**src/rtl/upsample_2x_array.sv**
```systemverilog
// Nearest-neighbour 2x upsampler: each value is doubled horizontally and every
// row of ROW_BEATS beats is emitted twice, the second copy from a line buffer.
//
// state  | meaning
// PASS   | forward input beats to the output and capture them in the line buffer
// REPLAY | re-emit the buffered row; input is stalled
module upsample_2x_array #(
  parameter int DATA_WIDTH  = 16,
  parameter int NUM_MODULES = 16,
  parameter int ROW_BEATS   = 13
) (
  input  logic                                clk,
  input  logic                                rst,
  input  logic                                in_valid,
  output logic                                in_ready,
  input  logic [DATA_WIDTH*NUM_MODULES-1:0]   in_data,
  output logic                                out_valid,
  input  logic                                out_ready,
  output logic [DATA_WIDTH*NUM_MODULES*2-1:0] out_data,
  output logic                                out_last,
  output logic                                out_copy
);

  localparam int IN_W  = DATA_WIDTH * NUM_MODULES;
  localparam int OUT_W = 2 * IN_W;
  localparam int COL_W = (ROW_BEATS > 1) ? $clog2(ROW_BEATS) : 1;
  localparam logic [COL_W-1:0] LAST_COL = COL_W'(ROW_BEATS - 1);

  typedef enum logic {
    ST_PASS   = 1'b0,
    ST_REPLAY = 1'b1
  } state_t;

  state_t           state_q, state_d;
  logic [COL_W-1:0] col_q, col_d;
  logic             free;
  logic             col_last;
  logic             load;
  logic             load_copy;
  logic             wr_buf;
  logic [IN_W-1:0]  src_data;
  logic [OUT_W-1:0] dup_data;
  logic [IN_W-1:0]  line_buf [ROW_BEATS];

  assign free     = !out_valid || out_ready;
  assign col_last = (col_q == LAST_COL);

  always_comb begin
    state_d   = state_q;
    col_d     = col_q;
    in_ready  = 1'b0;
    load      = 1'b0;
    load_copy = 1'b0;
    wr_buf    = 1'b0;
    src_data  = in_data;
    case (state_q)
      ST_PASS: begin
        in_ready = free;
        if (in_valid && free) begin
          load   = 1'b1;
          wr_buf = 1'b1;
          if (col_last) begin
            col_d   = '0;
            state_d = ST_REPLAY;
          end else begin
            col_d = col_q + COL_W'(1);
          end
        end
      end
      ST_REPLAY: begin
        src_data = line_buf[col_q];
        if (free) begin
          load      = 1'b1;
          load_copy = 1'b1;
          if (col_last) begin
            col_d   = '0;
            state_d = ST_PASS;
          end else begin
            col_d = col_q + COL_W'(1);
          end
        end
      end
      default: state_d = ST_PASS;
    endcase
  end

  // Horizontal duplication is pure wiring: value i lands in slots 2i and 2i+1.
  for (genvar i = 0; i < NUM_MODULES; i++) begin : g_dup
    assign dup_data[(2*i)*DATA_WIDTH +: DATA_WIDTH]   = src_data[i*DATA_WIDTH +: DATA_WIDTH];
    assign dup_data[(2*i+1)*DATA_WIDTH +: DATA_WIDTH] = src_data[i*DATA_WIDTH +: DATA_WIDTH];
  end

  always_ff @(posedge clk or posedge rst) begin
    if (rst) begin
      state_q <= ST_PASS;
      col_q   <= '0;
    end else begin
      state_q <= state_d;
      col_q   <= col_d;
    end
  end

  // Line buffer holds no reset: a partial row is never replayed after reset.
  always_ff @(posedge clk) begin
    if (wr_buf) line_buf[col_q] <= in_data;
  end

  always_ff @(posedge clk or posedge rst) begin
    if (rst) begin
      out_valid <= 1'b0;
      out_data  <= '0;
      out_last  <= 1'b0;
      out_copy  <= 1'b0;
    end else if (load) begin
      out_valid <= 1'b1;
      out_data  <= dup_data;
      out_last  <= col_last;
      out_copy  <= load_copy;
    end else if (out_ready) begin
      out_valid <= 1'b0;
    end
  end

endmodule

```
**config.mk**
```make
export PLATFORM = sky130hd
export DESIGN_NAME = upsample_2x_array
export DESIGN_NICKNAME = d
export VERILOG_FILES = /design/src/rtl/upsample_2x_array.sv
export SDC_FILE = /design/constraint.sdc
export NUM_CORES = 2
export LEC_CHECK = 0
export ABC_CLOCK_PERIOD_IN_PS = 24500
export BUFFER_PORTS_ARGS = -buffer_cell sky130_fd_sc_hd__buf_2
export CAP_MARGIN = 20
export CORE_MARGIN = 3
export CORE_UTILIZATION = 40
export CTS_BUF_LIST = sky130_fd_sc_hd__clkbuf_4 sky130_fd_sc_hd__clkbuf_8
export CTS_CLUSTER_SIZE = 20
export DETAILED_ROUTE_END_ITERATION = 12
export PLACE_DENSITY_LB_ADDON = 0.25
export RECOVER_POWER = 100
export SKIP_CTS_REPAIR_TIMING = 1
export SLEW_MARGIN = 20
export SYNTH_ARGS = -nofsm -noshare
export SYNTH_HDL_FRONTEND = slang
export SYNTH_SLANG_ARGS = --single-unit
```
**constraint.sdc**
```tcl
create_clock -name clk -period 24.5 [get_ports clk]
set_input_delay 0 -clock clk [delete_from_list [all_inputs] [get_ports clk]]
set_output_delay 0 -clock clk [all_outputs]
set_load 0.02 [all_outputs]
```
==> flow_metrics.py <==
metrics = {
    "worst_setup_path": {
        "crit_type": "flop to flop",
        "crit_chain": "inv_1 > ha_1 > and3b_1 > clkbuf_1 > clkbuf_1 > clkbuf_1 > clkbuf_1",
        "timing.critical_path.arrival_ps": 15450,
        "crit_required_ps": 25200,
        "timing.critical_path.slowest_cell_delay_ps": 3530,
        "critPathMaxFanout": 55,
        "critPathCaptureType": "flop",
        "cp_slowest_cell": "sky130_fd_sc_hd__clkbuf_1",
        "timing.critical_path.from_type": "flop",
        "crit_top_cell": "sky130_fd_sc_hd__clkbuf_1",
    },
    "sta": {
        "layout_worst_path_cycle_share_pct": 60.2,
        "timing.final.setup_violations": 0,
        "maximum_clock_skew_at_final_layout_ps": 46.4,
        "worst_slew_margin_rel_pct": -475,
        "hold_viol_final": 0,
        "max_slew.worst_pin.slew_ps": 8630,
        "setup-tns-final_ps": 0,
        "max_freq_ghz": 0.0678,
        "layout_setup_ws_ps": 9760,
        "drv_slew": 4849,
        "rsz0062_at_grt": "false",
        "min_period_ps": 14740,
    },
    "placed_design": {
        "routability_congestion": 0.746,
        "place_hpwl_um": 186000,
        "post-place-ws_ps": 17870,
        "io_buffers": 775,
    },
    "detailed_routing": {
        "wl_per_cell_um": 26.0,
        "antenna_left": 0,
        "vias": 80329,
        "initialDrtViolationCount": 7558,
        "drt-pass1-iter-count": 6,
        "drc_errors": 0,
        "vias_per_cell": 5.49,
        "route.final.wire_length_um": 380000,
    },
    "power": {
        "max-vdd-ir-drop_uv": 96.2,
        "power.density_nw_per_um2": 112,
        "leakage_uw": 0.0550,
    },
    "synthesis": {
        "simple_gate_fraction_of_synth_area_pct": 4.32,
        "synth-compound-area-share_pct": 4.80,
        "synth_seq_cells": 3592,
        "synth_adder_area_share_pct": 0.0359,
        "post_synth_xor_area_fraction_pct": 0,
        "most_used_dff_post_synth": "sky130_fd_sc_hd__edfxtp_1",
        "yosys-top-cells-count": "3328 x sky130_fd_sc_hd__edfxtp_1, 1536 x sky130_fd_sc_hd__mux2i_1, 773 x sky130_fd_sc_hd__nor2_1, 512 x sky130_fd_sc_hd__o22ai_1, 266 x sky130_fd_sc_hd__buf_4",
        "synth.yosys.warnings": 0,
        "postSynth.asyncResetShare_pct": 7.35,
        "yosys.cell_types.count": 40,
        "synth_enable_flop_cells": 3328,
        "synth_top_area_share_pct": 71.7,
        "dominant_combinational_cell_family_by_area_after_synthesis": "multiplexers",
        "post_synth.cell_area_avg_um2": 16.9,
        "synth_top_cells_by_area": "sky130_fd_sc_hd__edfxtp_1 72%, sky130_fd_sc_hd__mux2i_1 11%, sky130_fd_sc_hd__dfrtp_1 4.7%",
        "synth_top_cell_by_area": "sky130_fd_sc_hd__edfxtp_1",
        "multiplexer_fraction_of_the_synthesized_cell_area_pct": 11.0,
        "netlist_area_um2": 139000,
        "synth.yosys.seq_area_share_pct": 76.5,
        "netlist_instances": 8240,
        "synth_fp_nets": 8504,
        "yosys.cell_count.top_type": "sky130_fd_sc_hd__edfxtp_1",
    },
    "floorplan": {
        "num_io_pins": 776,
        "die_h_um": 596,
        "floorplan.initialDensity_pct": 40.2,
        "core.rowCount": 216,
        "die-width_um": 596,
        "fp.dieArea_um2": 355000,
        "core_area_um2": 346000,
    },
    "grt": {
        "grt.overflow.total": 0,
        "grt_pass1_vias": 77930,
        "grt_util_all_layers_pct": 20.5,
        "grt_max_degree": 136,
        "grt_antenna_before_repair": 56,
        "wire_length_of_the_first_global_routing_pass_um": 541000,
    },
    "cts": {
        "clock_insertion_delay_worst_skew_ps": 1160,
        "clock_tree.htree_level_count": 6,
        "tritoncts": "yes",
        "clkSinkCount": 3592,
        "maximum_count_of_clock_buffers_along_a_single_path": 4,
        "clk_pin_slew_worst_paths_ps": 60,
        "ctsRootBufferMaster": "sky130_fd_sc_hd__clkbuf_8",
        "cts-buffers-inserted": 591,
    },
    "hold_path": {
        "hold_path_class": "input pin to flop",
    },
    "flow_run": {
        "max_cap_viol_count": 109,
    },
    "finish": {
        "post_route_cells_drive_above_1_share_pct": 13.2,
        "design.final.nets": 9813,
        "layout.filler_cells": 29998,
        "areaGrowthSynthToFinish_pct": 16.4,
    },
    "run_status": {
        "violations": "capacitance limit, slew limit",
        "status": "finished with violations",
    },
}
[cell type report]
cell class                      instances  area [um^2]  share of cell area [%]
Clock buffer                          911        11000                    6.80
Multi-Input combinational cell       3901        28100                    17.4
Antenna cell                           32         80.1                  0.0494
Sequential cell                      3592       107000                    65.7
Timing Repair Buffer                 1460         9330                    5.75
Inverter                                3         12.5                 0.00772
Clock inverter                        163         1270                   0.786
Tap cell                             4578         5730                    3.53
[state kept, by name, indices dropped and copies added, names as in the netlist]
name,flops
col_q,4
line_buf,3328
out_copy,1
out_data,256
out_last,1
out_valid,1
state_q,1
[final timing paths]
check,start,to,slack (ps),cells after the start
worst max-delay path,col_q[0]$_DFFE_PP0P_,line_buf[0][95]$_DFFE_PP_,9760,7
worst min-delay path,in_valid,out_last$_DFFE_PP0P_,200,5
worst max register to register,col_q[0]$_DFFE_PP0P_,line_buf[0][95]$_DFFE_PP_,9760,7
worst min register to register,out_last$_DFFE_PP0P_,out_last$_DFFE_PP0P_,520,2
max in group asynchronous,rst,out_data[276]$_DFFE_PP0P_,13840,7
min in group asynchronous,rst,out_data[344]$_DFFE_PP0P_,1310,4
[per-stage QoR]
stage	hold WS [ps]	power [uW]	util (%)	instance area, um^2	cells
CTS	-1170	18200	45.7	158000	14085
global placement	138	12700	42.1	146000	13009
finish	203	18200	46.8	162000	14640
detailed placement	149	12800	42.1	146000	13011
global route	170	19000	46.8	162000	14625
floorplan	98.9	11400	-	139000	8240
[where the power goes]
part	switching (uW)	internal (uW)	leakage (uW)
registers	426	7230	0.0330
clock network	2420	2970	0.00654
logic	3310	1860	0.0155
total	6160	12100	0.0550
[placed cells by master (no fill, tap or decap), types with 214 or more instances in the layout]
cell                            netlist  final
sky130_fd_sc_hd__mux2i_1           1536   1536
sky130_fd_sc_hd__clkbuf_4            20    242
sky130_fd_sc_hd__nor3_1             260    260
sky130_fd_sc_hd__o22ai_1            512    512
sky130_fd_sc_hd__clkbuf_1           156    673
sky130_fd_sc_hd__dlygate4sd3_1        0    523
sky130_fd_sc_hd__clkbuf_8             0    669
sky130_fd_sc_hd__a211oi_1           214    214
sky130_fd_sc_hd__dfrtp_1            264    264
sky130_fd_sc_hd__nor4_1             255    255
sky130_fd_sc_hd__nor2_1             773    773
sky130_fd_sc_hd__a21oi_1            256    256
sky130_fd_sc_hd__edfxtp_1          3328   3328
[kinds of logic after synthesis]
family | Yosys count
flip-flops | 3592
multiplexers | 1536
AND/OR/NAND/NOR | 1325
AO/OA/AOI/OAI | 1036
buffers and inverters | 747
adder cells (fa/ha/maj) | 4
[per-layer routing]
layer | GRT usage, % | up-vias | share of wire (%)
met4 | 5.68 | 42 | 2.2
met2 | 33.8 | 3244 | 49
met1 | 27.9 | 41538 | 42
met3 | 3.80 | 647 | 7.1
li1 | - | 34858 | -
met5 | 0 | - | 0.070
[worst max-delay path, delay by kind of cell (launching register included)]
| kind | cells | cell delay (ps) |
|---|---|---|
| buf+inv | 5 | 10370 |
| simple gates | 1 | 1810 |
| flops | 1 | 1490 |
| fa+ha+maj | 1 | 310 |
No activity file was read; power rests on OpenSTA's default activity.
